$ cat config.mk
export PLATFORM = sky130hd
export DESIGN_NAME = systolic_ctrl
export DESIGN_NICKNAME = d
export VERILOG_FILES = /design/src/rtl/systolic_ctrl.sv
export SDC_FILE = /design/constraint.sdc
export NUM_CORES = 1
export LEC_CHECK = 0
export CORE_AREA = 2 2 91 93
export CTS_BUF_LIST = sky130_fd_sc_hd__clkbuf_8
export DETAILED_ROUTE_END_ITERATION = 16
export DIE_AREA = 0 0 93 95
export DONT_BUFFER_PORTS = 1
export HOLD_SLACK_MARGIN = 0.1
export PLACE_DENSITY = 0.71
export SYNTH_ARGS = -nofsm -noshare
export SYNTH_HDL_FRONTEND = slang
export SYNTH_SLANG_ARGS = --single-unit
$ cat constraint.sdc
create_clock -name clk -period 5.05 [get_ports clk]
set_clock_uncertainty 0.2 [all_clocks]
set_input_delay 0.505 -clock clk [delete_from_list [all_inputs] [get_ports clk]]
set_output_delay 0.505 -clock clk [all_outputs]
set_load 0.03 [all_outputs]
$ cat src/rtl/systolic_ctrl.sv
// Operand buffers and feed sequencer for an NxN output-stationary systolic multiply grid.
// Optional accumulate-onto-previous-result mode is enabled by defining SYSTOLIC_CTRL_ACCUM_EN.
module systolic_ctrl #(
    parameter int WIDTH = 8,
    parameter int N     = 2
) (
    input  logic                   clk,
    input  logic                   rst,
    input  logic                   wr_en,
    input  logic                   wr_sel,
    input  logic [$clog2(N*N)-1:0] wr_addr,
    input  logic [WIDTH-1:0]       wr_data,
    input  logic                   start,
`ifdef SYSTOLIC_CTRL_ACCUM_EN
    input  logic                   acc,
`endif
    output logic                   busy,
    output logic                   done,
    output logic                   array_clr,
    output logic [N*WIDTH-1:0]     a_feed,
    output logic [N*WIDTH-1:0]     b_feed
);

    localparam int NE = N * N;
    localparam int KW = $clog2(3 * N);
    localparam logic [KW-1:0] K_FEED_END  = KW'(2 * N - 2);
    localparam logic [KW-1:0] K_DRAIN_END = KW'(3 * N - 3);

    typedef enum logic [2:0] {IDLE, CLEAR, FEED, DRAIN, DONE} state_t;

    state_t            state, state_d;
    logic [KW-1:0]     k, k_d;
    logic [WIDTH-1:0]  a_buf [NE];
    logic [WIDTH-1:0]  b_buf [NE];
    logic [N*WIDTH-1:0] a_feed_d, b_feed_d;
    logic [N*WIDTH-1:0] a_feed_p1, b_feed_p1;
    logic              wr_ok;
    logic              skip_clear;

`ifdef SYSTOLIC_CTRL_ACCUM_EN
    assign skip_clear = acc;
`else
    assign skip_clear = 1'b0;
`endif

    assign wr_ok = wr_en && (state == IDLE) && (32'(wr_addr) < NE);

    // A write landing on the same edge as the first feed load must be seen by that load.
    function automatic logic [WIDTH-1:0] pick(input logic sel_b, input int idx);
        if (wr_ok && (wr_sel == sel_b) && (32'(wr_addr) == idx))
            return wr_data;
        return sel_b ? b_buf[idx] : a_buf[idx];
    endfunction

    always_comb begin
        state_d = state;
        k_d     = k;
        unique case (state)
            IDLE: begin
                if (start) begin
                    state_d = skip_clear ? FEED : CLEAR;
                    k_d     = '0;
                end
            end
            CLEAR: begin
                state_d = FEED;
                k_d     = '0;
            end
            FEED: begin
                k_d = k + 1'b1;
                if (k == K_FEED_END)
                    state_d = DRAIN;
            end
            DRAIN: begin
                if (k == K_DRAIN_END) begin
                    state_d = DONE;
                    k_d     = '0;
                end else begin
                    k_d = k + 1'b1;
                end
            end
            DONE: begin
                state_d = IDLE;
                k_d     = '0;
            end
            default: begin
                state_d = IDLE;
                k_d     = '0;
            end
        endcase
    end

    // Skewed wavefront: row i / column j lag by i / j steps.
    always_comb begin
        a_feed_d = '0;
        b_feed_d = '0;
        if (state_d == FEED) begin
            for (int i = 0; i < N; i++) begin
                if ((int'(k_d) >= i) && (int'(k_d) - i < N)) begin
                    a_feed_d[i*WIDTH +: WIDTH] = pick(1'b0, i * N + (int'(k_d) - i));
                    b_feed_d[i*WIDTH +: WIDTH] = pick(1'b1, (int'(k_d) - i) * N + i);
                end
            end
        end
    end

    // ---- stage p1: state, step counter, feed registers, buffers ----
    always_ff @(posedge clk) begin
        if (rst) begin
            state     <= IDLE;
            k         <= '0;
            a_feed_p1 <= '0;
            b_feed_p1 <= '0;
            for (int e = 0; e < NE; e++) begin
                a_buf[e] <= '0;
                b_buf[e] <= '0;
            end
        end else begin
            state     <= state_d;
            k         <= k_d;
            a_feed_p1 <= a_feed_d;
            b_feed_p1 <= b_feed_d;
            if (wr_ok) begin
                if (wr_sel)
                    b_buf[wr_addr] <= wr_data;
                else
                    a_buf[wr_addr] <= wr_data;
            end
        end
    end

    assign busy      = (state != IDLE);
    assign done      = (state == DONE);
    assign array_clr = (state == CLEAR);
    assign a_feed    = a_feed_p1;
    assign b_feed    = b_feed_p1;

endmodule

Word-level counts from Yosys, hierarchy flattened:

Memory sizes are Yosys's and may differ from the RTL's. A register that Yosys moved wholly into a read port is not among the register bits.
Cells that the tools add are included.

* bits in writable memories: 64
* register bits after elaboration: 6
* memories: 2

* magnitude comparators: 3
* add/sub/neg operators: 4
* eq/ne operators: 7
* bitwise operators: 3
* muxes and demuxes: 23
* reduce and logical (&&, ||, !) cells: 8

Memory list
* a_buf: words 4, bits a word 8, rd ports 2, clocked after Yosys merged registers in 2, write ports 4, RTL line 33 `logic [WIDTH-1:0] a_buf [NE];`
* b_buf: words 4, bits a word 8, rd ports 2, clocked after Yosys merged registers in 2, write ports 4, RTL line 34 `logic [WIDTH-1:0] b_buf [NE];`

Operators with widths (count)
* 8-bit two-way mux: 2
* 8-bit OR reduction: 2
* 3-bit by 2-bit equality test with 1-bit output (second input constant): 5
* 3-bit two-way mux: 5
* 1-bit two-way mux: 12
* 3-bit one-hot mux with 4 select lines: 1
* 3-bit one-hot mux with 3 select lines: 1
* 5-bit by 2-bit adder with 6-bit output (second input constant): 1
* 3-bit OR reduction: 2
* 3-bit by 4-bit adder with 5-bit output (first input constant): 1
* 4-bit by 3-bit < comparator with 1-bit output (second input constant): 1
* 2-bit two-way mux: 2
* 3-bit by 1-bit subtractor with 4-bit output (second input constant): 1
* 3-bit by 1-bit adder with 3-bit output (second input constant): 1
* 3-bit by 1-bit equality test with 1-bit output (second input constant): 1
* 3-bit equality test (second input constant): 1
* 3-bit by 1-bit >= comparator with 1-bit output (second input constant): 1
* 3-bit logical NOT: 1
* 3-bit by 2-bit < comparator with 1-bit output (second input constant): 1
* 1-bit inverter: 3
* 3-bit nonzero test: 1
* 1-bit logical AND: 2

Longest topological paths before layout:

Gate-level depths: netlist of run 1.

* word-level depth: 8
* gate-level depth with buffers: 12
* depth with buffers taken out: 11

Worst setup path after synthesis of run 1:

OpenSTA, ideal clock, no wires.

* path type: flip-flop to flip-flop
* start point: register k[0]
* end point: register b_feed_p1[10], in the netlist b_feed[10] (read register of b_buf)
* slack: 2.113 ns
* cell stages (with the launch flop): 13
* path buffers: 3
* data required time: 4.780 ns
* period minus slack after synthesis: 2.937 ns
* setup time: 0.070 ns
* arrival: 2.667 ns
* cells stage by stage: dfxtp_1 > ha_1 > ha_1 > nand2_1 > a31oi_2 > nor2_4 > buf_4 > buf_2 > ha_1 > clkbuf_1 > nand2b_1 > a221o_1 > a21oi_1

* word-level cells in the longest chain between the ends: 8

RTL lines
* start: declaration: RTL line 32 `logic [KW-1:0] k, k_d;`
* start signal: assignment: RTL line 120 `k <= k_d;`
* 3-bit by 1-bit adder with 3-bit output / 3-bit by 2-bit equality test with 1-bit output (equally long branches): RTL line 70, 79, 75
* 3-bit two-way mux: RTL line 75 `if (k == K_DRAIN_END) begin`
* 3-bit one-hot mux with 3 select lines: RTL line 58 `unique case (state)`
* 3-bit by 1-bit subtractor with 4-bit output: RTL line 99, 101
* 4-bit by 3-bit < comparator with 1-bit output: RTL line 99 `if ((int'(k_d) >= i) && (int'(k_d) - i < N)) begin`
* 1-bit logical AND: RTL line 99
* 1-bit inverter (no line)
* 3-bit OR reduction (no line)
* end: declaration: RTL line 36 `logic [N*WIDTH-1:0] a_feed_p1, b_feed_p1;`

Parallel ways exist; a longest one is shown, timed or not.
A chain may end at the register's enable or synchronous reset.

Final worst setup path of run 1:

* start point: register k[0]
* end point: register a_feed_p1[11], in the netlist a_feed[11] (read register of a_buf)

* word-level cells in the longest chain between the ends: 8

RTL lines (RTL line)
* 3-bit by 1-bit adder with 3-bit output / 3-bit by 2-bit equality test with 1-bit output (equally long branches): 70, 79, 75
* 3-bit two-way mux: 75
* 3-bit one-hot mux with 3 select lines: 58
* 3-bit by 1-bit subtractor with 4-bit output: 99, 100
* 4-bit by 3-bit < comparator with 1-bit output: 99
* 1-bit logical AND: 99
* 1-bit inverter (no line)
* 3-bit OR reduction (no line)
* end: declaration: 36

Parallel ways exist; a longest one is shown, timed or not.

==> flow_metrics.py, run 1 <==
metrics = {
    "status": {
        "outcome": "finished, final reports clean",
    },
    "timing": {
        "period_share": 0.666,
        "hold_viol": 0,
        "timing.slew.headroom": 0.106,
        "fin_setup_tns_ns": 0,
        "finalSetupViolations": 0,
        "tightest_slew_ns": 1.34,
        "slew_viol_final": 0,
        "rsz0062_at_grt": "false",
        "finalCriticalPeriod_ns": 3.36,
        "fmax_ghz": 0.297,
    },
    "power_and_ir_drop": {
        "ir_drop_mv": 0.167,
        "powerDensity_nw_per_um2": 351,
        "p_total_uw": 1560,
        "p_leak_uw": 0.00171,
    },
    "critical_path": {
        "critPathLaunchType": "flop",
        "cp.arrival_ns": 3.47,
        "crit_fanout": 27,
        "r2r_slack_ns": 1.69,
        "reg2reg_to": "a_feed[11]",
        "critPathLaunch": "k[0]",
        "crit_path_end_kind": "flop",
        "ff2ff_path_depth": 11,
        "worstPathRequired_ns": 5.16,
        "r2r-start": "k[0]",
        "path_class": "reg2reg",
    },
    "routing": {
        "dr_total_vias": 2507,
        "wl_met2_um": 4270,
        "dr.max_layer_used": "met4",
        "wirelength_um": 8470,
        "routed_via_density": 5.61,
        "drt-initial-drc-count": 148,
        "drcViolationCount": 0,
        "wl_met3_um": 557,
        "post_drt_wl_per_cell_um": 18.9,
        "ant_nets": 0,
        "met1_length_um": 3480,
        "firstDrtPassIters": 4,
    },
    "cts": {
        "cts_inserted_buffers": 9,
        "tritoncts": "built",
        "clkSinkCount": 102,
        "post_cts_resized": 0,
        "root_buffer": "clkbuf_8",
        "cts_max_level": 3,
        "worstSkewPairLatency_ns": 0.36,
        "clk_pin_slew_ns": 0.10,
        "ctsLongestPathBuffers": 2,
        "cts_setup_buffers": 0,
    },
    "floorplan": {
        "start_util": 0.527,
        "die-area_um2": 8840,
        "core.rowCount": 33,
        "die_y_um": 95,
        "coreArea_um2": 7930,
        "ios": 50,
        "die_w_um": 93,
    },
    "cells_and_area": {
        "syn2layout_area_growth_pct": 6.47,
        "fill_cells": 684,
        "register_area_um2": 2680,
        "drive_gt1_frac": 0.102,
        "layout.nets": 359,
        "multi_input_area_um2": 1390,
        "diodes": 0,
    },
    "yosys": {
        "synth_edf_count": 64,
        "synthesis.nets": 359,
        "syn-cell-area_um2": 4170,
        "ys_ff_latch": 102,
        "synthArstFlopShare": 0,
        "ys_seq_area_frac": 0.643,
        "synthCells": 337,
        "syn_area_per_cell_um2": 12.4,
        "ys.warnings.count": 0,
        "synth.distinct_cells": 37,
        "synth_flop_cell": "edfxtp_1",
    },
    "hold_path": {
        "worstHoldPathCells": 1,
        "min_to": "b_buf[3][1]",
        "holdCritPathClass": "in2reg",
        "hold_start": "wr_data[1]",
    },
    "global_route": {
        "antenna_found_initial": 0,
        "grt_pass1_vias": 2530,
        "grt_pass1_wl_um": 13400,
        "grt_usage": 0.208,
        "grt_overflow": 0,
        "grt_max_degree": 28,
    },
    "place": {
        "place.gp.congestion": 0.911,
        "port_buffers": 0,
        "hpwl_um": 5500,
    },
    "run": {
        "cap_violations": 0,
    },
}
state kept, by name, indices dropped and copies added, names as in the netlist:
| signal | cells |
|---|---|
| b_feed | 16 |
| k | 3 |
| state | 3 |
| a_buf | 32 |
| b_buf | 32 |
| a_feed | 16 |
cell usage in the layout (no fill, tap or decap), types with 3 or more instances in the layout:
| master | n |
|---|---|
| inv_1 | 7 |
| edfxtp_1 | 64 |
| or2_2 | 6 |
| nand2_1 | 52 |
| and3_1 | 18 |
| ha_1 | 7 |
| nand3_1 | 3 |
| nor2_1 | 11 |
| clkinv_1 | 3 |
| mux4_2 | 6 |
| dfxtp_1 | 38 |
| nand2b_1 | 5 |
| clkbuf_8 | 9 |
| a21oi_1 | 24 |
| and2_1 | 56 |
metal layers:
metal | up-vias | global-route usage
met5 | - | 0
met4 | 0 | 0.0846
met3 | 12 | 0.0646
met2 | 74 | 0.343
met1 | 1246 | 0.257
li1 | 1175 | -
critical path, cell delays in order, from the launching register on:
cell and delay (ns):
dfxtp_1 0.33, ha_1 0.23, ha_1 0.23, nand2_1 0.12
a31oi_2 0.14, nor2_4 0.43, inv_4 0.25, ha_1 0.28
ha_1 0.27, nand2b_1 0.08, a221oi_2 0.54, and2_1 0.21
power breakdown:
part | internal (uW) | switching (uW) | total (uW)
combinational | 42.8 | 77.9 | 121
clock | 225 | 270 | 495
sequential | 917 | 26.4 | 943
metrics by stage:
stage / hold slack (ns) / instances / utilization / worst slack (ns) / instance area, um2
final: 0.133 / 447 / 0.561 / 1.69 / 4440
after global routing: 0.105 / 447 / 0.561 / 1.39 / 4440
after CTS: 0.123 / 447 / 0.561 / 1.65 / 4440
after detailed placement: 0.288 / 430 / 0.536 / 1.66 / 4250
after global placement: 0.281 / 430 / 0.536 / 1.84 / 4250
after floorplan: 0.271 / 337 / - / 2.11 / 4170
kinds of logic (layout without fill, tap and decap cells):
family,after synthesis,count (layout),synth area share
AOI/OAI and AO/OA,36,36,0.0576
adders and majority gates,7,7,0.0210
buffers and inverters,21,26,0.0234
DFF,102,102,0.643
muxes,9,9,0.0474
and+or+nand+nor,162,162,0.208
final cells by class:
type | count | area share
clock buffers | 9 | 0.0279
clock inverters | 7 | 0.0141
inverters | 8 | 0.00732
multi-input cells | 214 | 0.314
flip-flops and latches | 102 | 0.604
well taps | 105 | 0.0296
repair buffers | 2 | 0.00394
repair_timing:
action                                 in CTS  in global routing
endpoints found under the hold margin       5                  0
setup endpoints to repair                   0                  0
hold buffers                                1                  0
worst max-delay path by stage:
stage	end	slack, ns	cells after the start
2_1_floorplan	b_feed[10]	2.11	12
3_3_place_gp	a_feed[11]	1.84	11
3_5_place_dp	a_feed[11]	1.66	11
4_1_cts	a_feed[11]	1.65	11
5_1_grt	a_feed[15]	1.39	11
6_report	a_feed[11]	1.69	11
cell usage after synthesis, drive strengths merged (3+ instances only):
cell | number | area, um2
or2 | 6 | 37.5
edfxtp | 64 | 1920
a21oi | 24 | 120
nor3 | 3 | 20.0
mux4 | 8 | 188
buf | 6 | 38.8
clkbuf | 7 | 26.3
nand2 | 52 | 195
and2 | 56 | 350
and3 | 18 | 113
ha | 7 | 87.6
dfxtp | 38 | 761
inv | 8 | 32.5
nand3 | 3 | 15.0
nor2 | 12 | 52.6
nand2b | 5 | 31.3
Power figures use the tool's default switching activity.
==> run 2, diff against run 1 <==
Clock period 5.05 ns to 3.45 ns, I/O delays scaled along.
==> flow_metrics.py, run 2 (synthesis results as in run 1) <==
metrics = {
    "timing": {
        "slew_viol_final": 0,
        "rsz0062_at_grt": "false",
        "fin_setup_tns_ns": 0,
        "timing.slew.headroom": 0.336,
        "hold_viol": 0,
        "fmax_ghz": 0.333,
        "finalCriticalPeriod_ns": 3.01,
        "tightest_slew_ns": 0.993,
        "period_share": 0.872,
        "fin_ws_ns": 0.443,
        "finalSetupViolations": 0,
    },
    "cts": {
        "root_buffer": "clkbuf_8",
        "worstSkewPairLatency_ns": 0.35,
        "cts_max_level": 3,
        "tritoncts": "built",
        "ctsLongestPathBuffers": 2,
        "cts_inserted_buffers": 9,
        "clk_pin_slew_ns": 0.10,
        "post_cts_resized": 0,
        "clkSinkCount": 102,
    },
    "global_route": {
        "grt_max_degree": 27,
        "antenna_found_initial": 0,
        "grt_pass1_wl_um": 13600,
        "grt_overflow": 0,
        "grt_pass1_vias": 2540,
        "grt_usage": 0.210,
    },
    "floorplan": {
        "ios": 50,
        "die_w_um": 93,
        "die-area_um2": 8840,
        "core.rowCount": 33,
        "die_y_um": 95,
        "start_util": 0.527,
        "coreArea_um2": 7930,
    },
    "routing": {
        "firstDrtPassIters": 4,
        "post_drt_wl_per_cell_um": 18.9,
        "dr_total_vias": 2572,
        "ant_nets": 0,
        "wirelength_um": 8760,
        "drcViolationCount": 0,
        "routed_via_density": 5.56,
        "drt-initial-drc-count": 194,
    },
    "status": {
        "outcome": "finished, final reports clean",
    },
    "hold_path": {
        "holdCritPathClass": "in2reg",
        "min_to": "b_buf[1][2]",
        "hold_start": "rst",
        "worstHoldPathCells": 1,
    },
    "cells_and_area": {
        "finish.utilization": 0.578,
        "mostFrequentLayoutCell": "edfxtp_1",
        "syn2layout_area_growth_pct": 9.83,
        "drive_gt1_frac": 0.123,
        "final_cell_mix": "edfxtp_1, and2_1, nand2_1, dfxtp_1, a21oi_1",
        "instances_no_fill": 463,
        "diodes": 0,
        "largestRegisters": "a_buf (32), b_buf (32)",
        "layout.nets": 375,
    },
    "place": {
        "dp_cells": 437,
        "place.gp.congestion": 0.791,
        "hpwl_um": 5610,
        "place_ws_ns": 0.462,
        "port_buffers": 0,
    },
    "critical_path": {
        "crit_fanout": 13,
        "critPathLaunchType": "flop",
        "reg2reg_to": "a_feed[14]",
        "crit_path_end_kind": "flop",
        "ff2ff_path_depth": 9,
        "cp.arrival_ns": 3.10,
        "r2r_slack_ns": 0.44,
        "path_class": "reg2reg",
        "worstPathRequired_ns": 3.54,
        "r2r-start": "k[1]",
    },
    "power_and_ir_drop": {
        "powerDensity_nw_per_um2": 500,
        "p_leak_uw": 0.00179,
        "ir_drop_mv": 0.199,
    },
    "run": {
        "cap_violations": 0,
    },
}
==> run 2: worst max-delay path by stage <==
stage | startpoint | end | slack [ns] | cells after the start
6_report | k[1] | a_feed[14] | 0.44 | 9
3_5_place_dp | k[1] | a_feed[10] | 0.46 | 9
4_1_cts | k[1] | a_feed[9] | 0.44 | 9
3_3_place_gp | k[0] | a_feed[11] | 0.55 | 9
5_1_grt | k[1] | a_feed[9] | 0.25 | 9
2_1_floorplan | k[0] | b_feed[10] | 0.51 | 12
==> run 2: routing by layer <==
layer	GRT usage	part of all wire	up-vias	wire length, um
li1	-	-	1219	-
met1	0.281	0.44	1258	3850
met2	0.353	0.50	88	4380
met3	0.0447	0.050	7	440
met4	0.0564	0.0091	0	80
met5	0	0	-	0
==> run 2: area by class of cell <==
type	instances	area, um2
fillers	668	3340
flip-flops and latches	102	2680
multi-input cells	214	1390
repair buffers	18	160
clock buffers	11	151
well taps	105	131
clock inverters	5	32.5
inverters	8	32.5
==> run 2: report_power, final <==
group | switching, uW | internal (uW) | total (uW)
combinational | 129 | 73.7 | 202
sequential | 38.8 | 1340 | 1380
clock | 404 | 304 | 708
total | 571 | 1720 | 2290
==> run 2: what timing repair did <==
action                                 in CTS  in global routing
endpoints found under the hold margin      70                  0
hold buffers                               10                  0
setup buffers                               0                  0
==> run 2: metrics by stage <==
stage,instance area (um2),hold WS (ns),power [uW]
3_5_place_dp,4300,0.222,1590
6_report,4580,0.148,2290
2_1_floorplan,4170,0.271,1540
5_1_grt,4580,0.151,2370
4_1_cts,4580,0.146,2300
3_3_place_gp,4300,0.220,1580
==> run 2: critical path, stage by stage, from the launching register on <==
cell and delay, ns:
dfxtp_1 0.38, ha_1 0.19, ha_1 0.22, nand2_1 0.10
a31oi_2 0.29, nor2_4 0.12, ha_1 0.50, nand2b_1 0.25
a221oi_2 0.50, and2_1 0.20
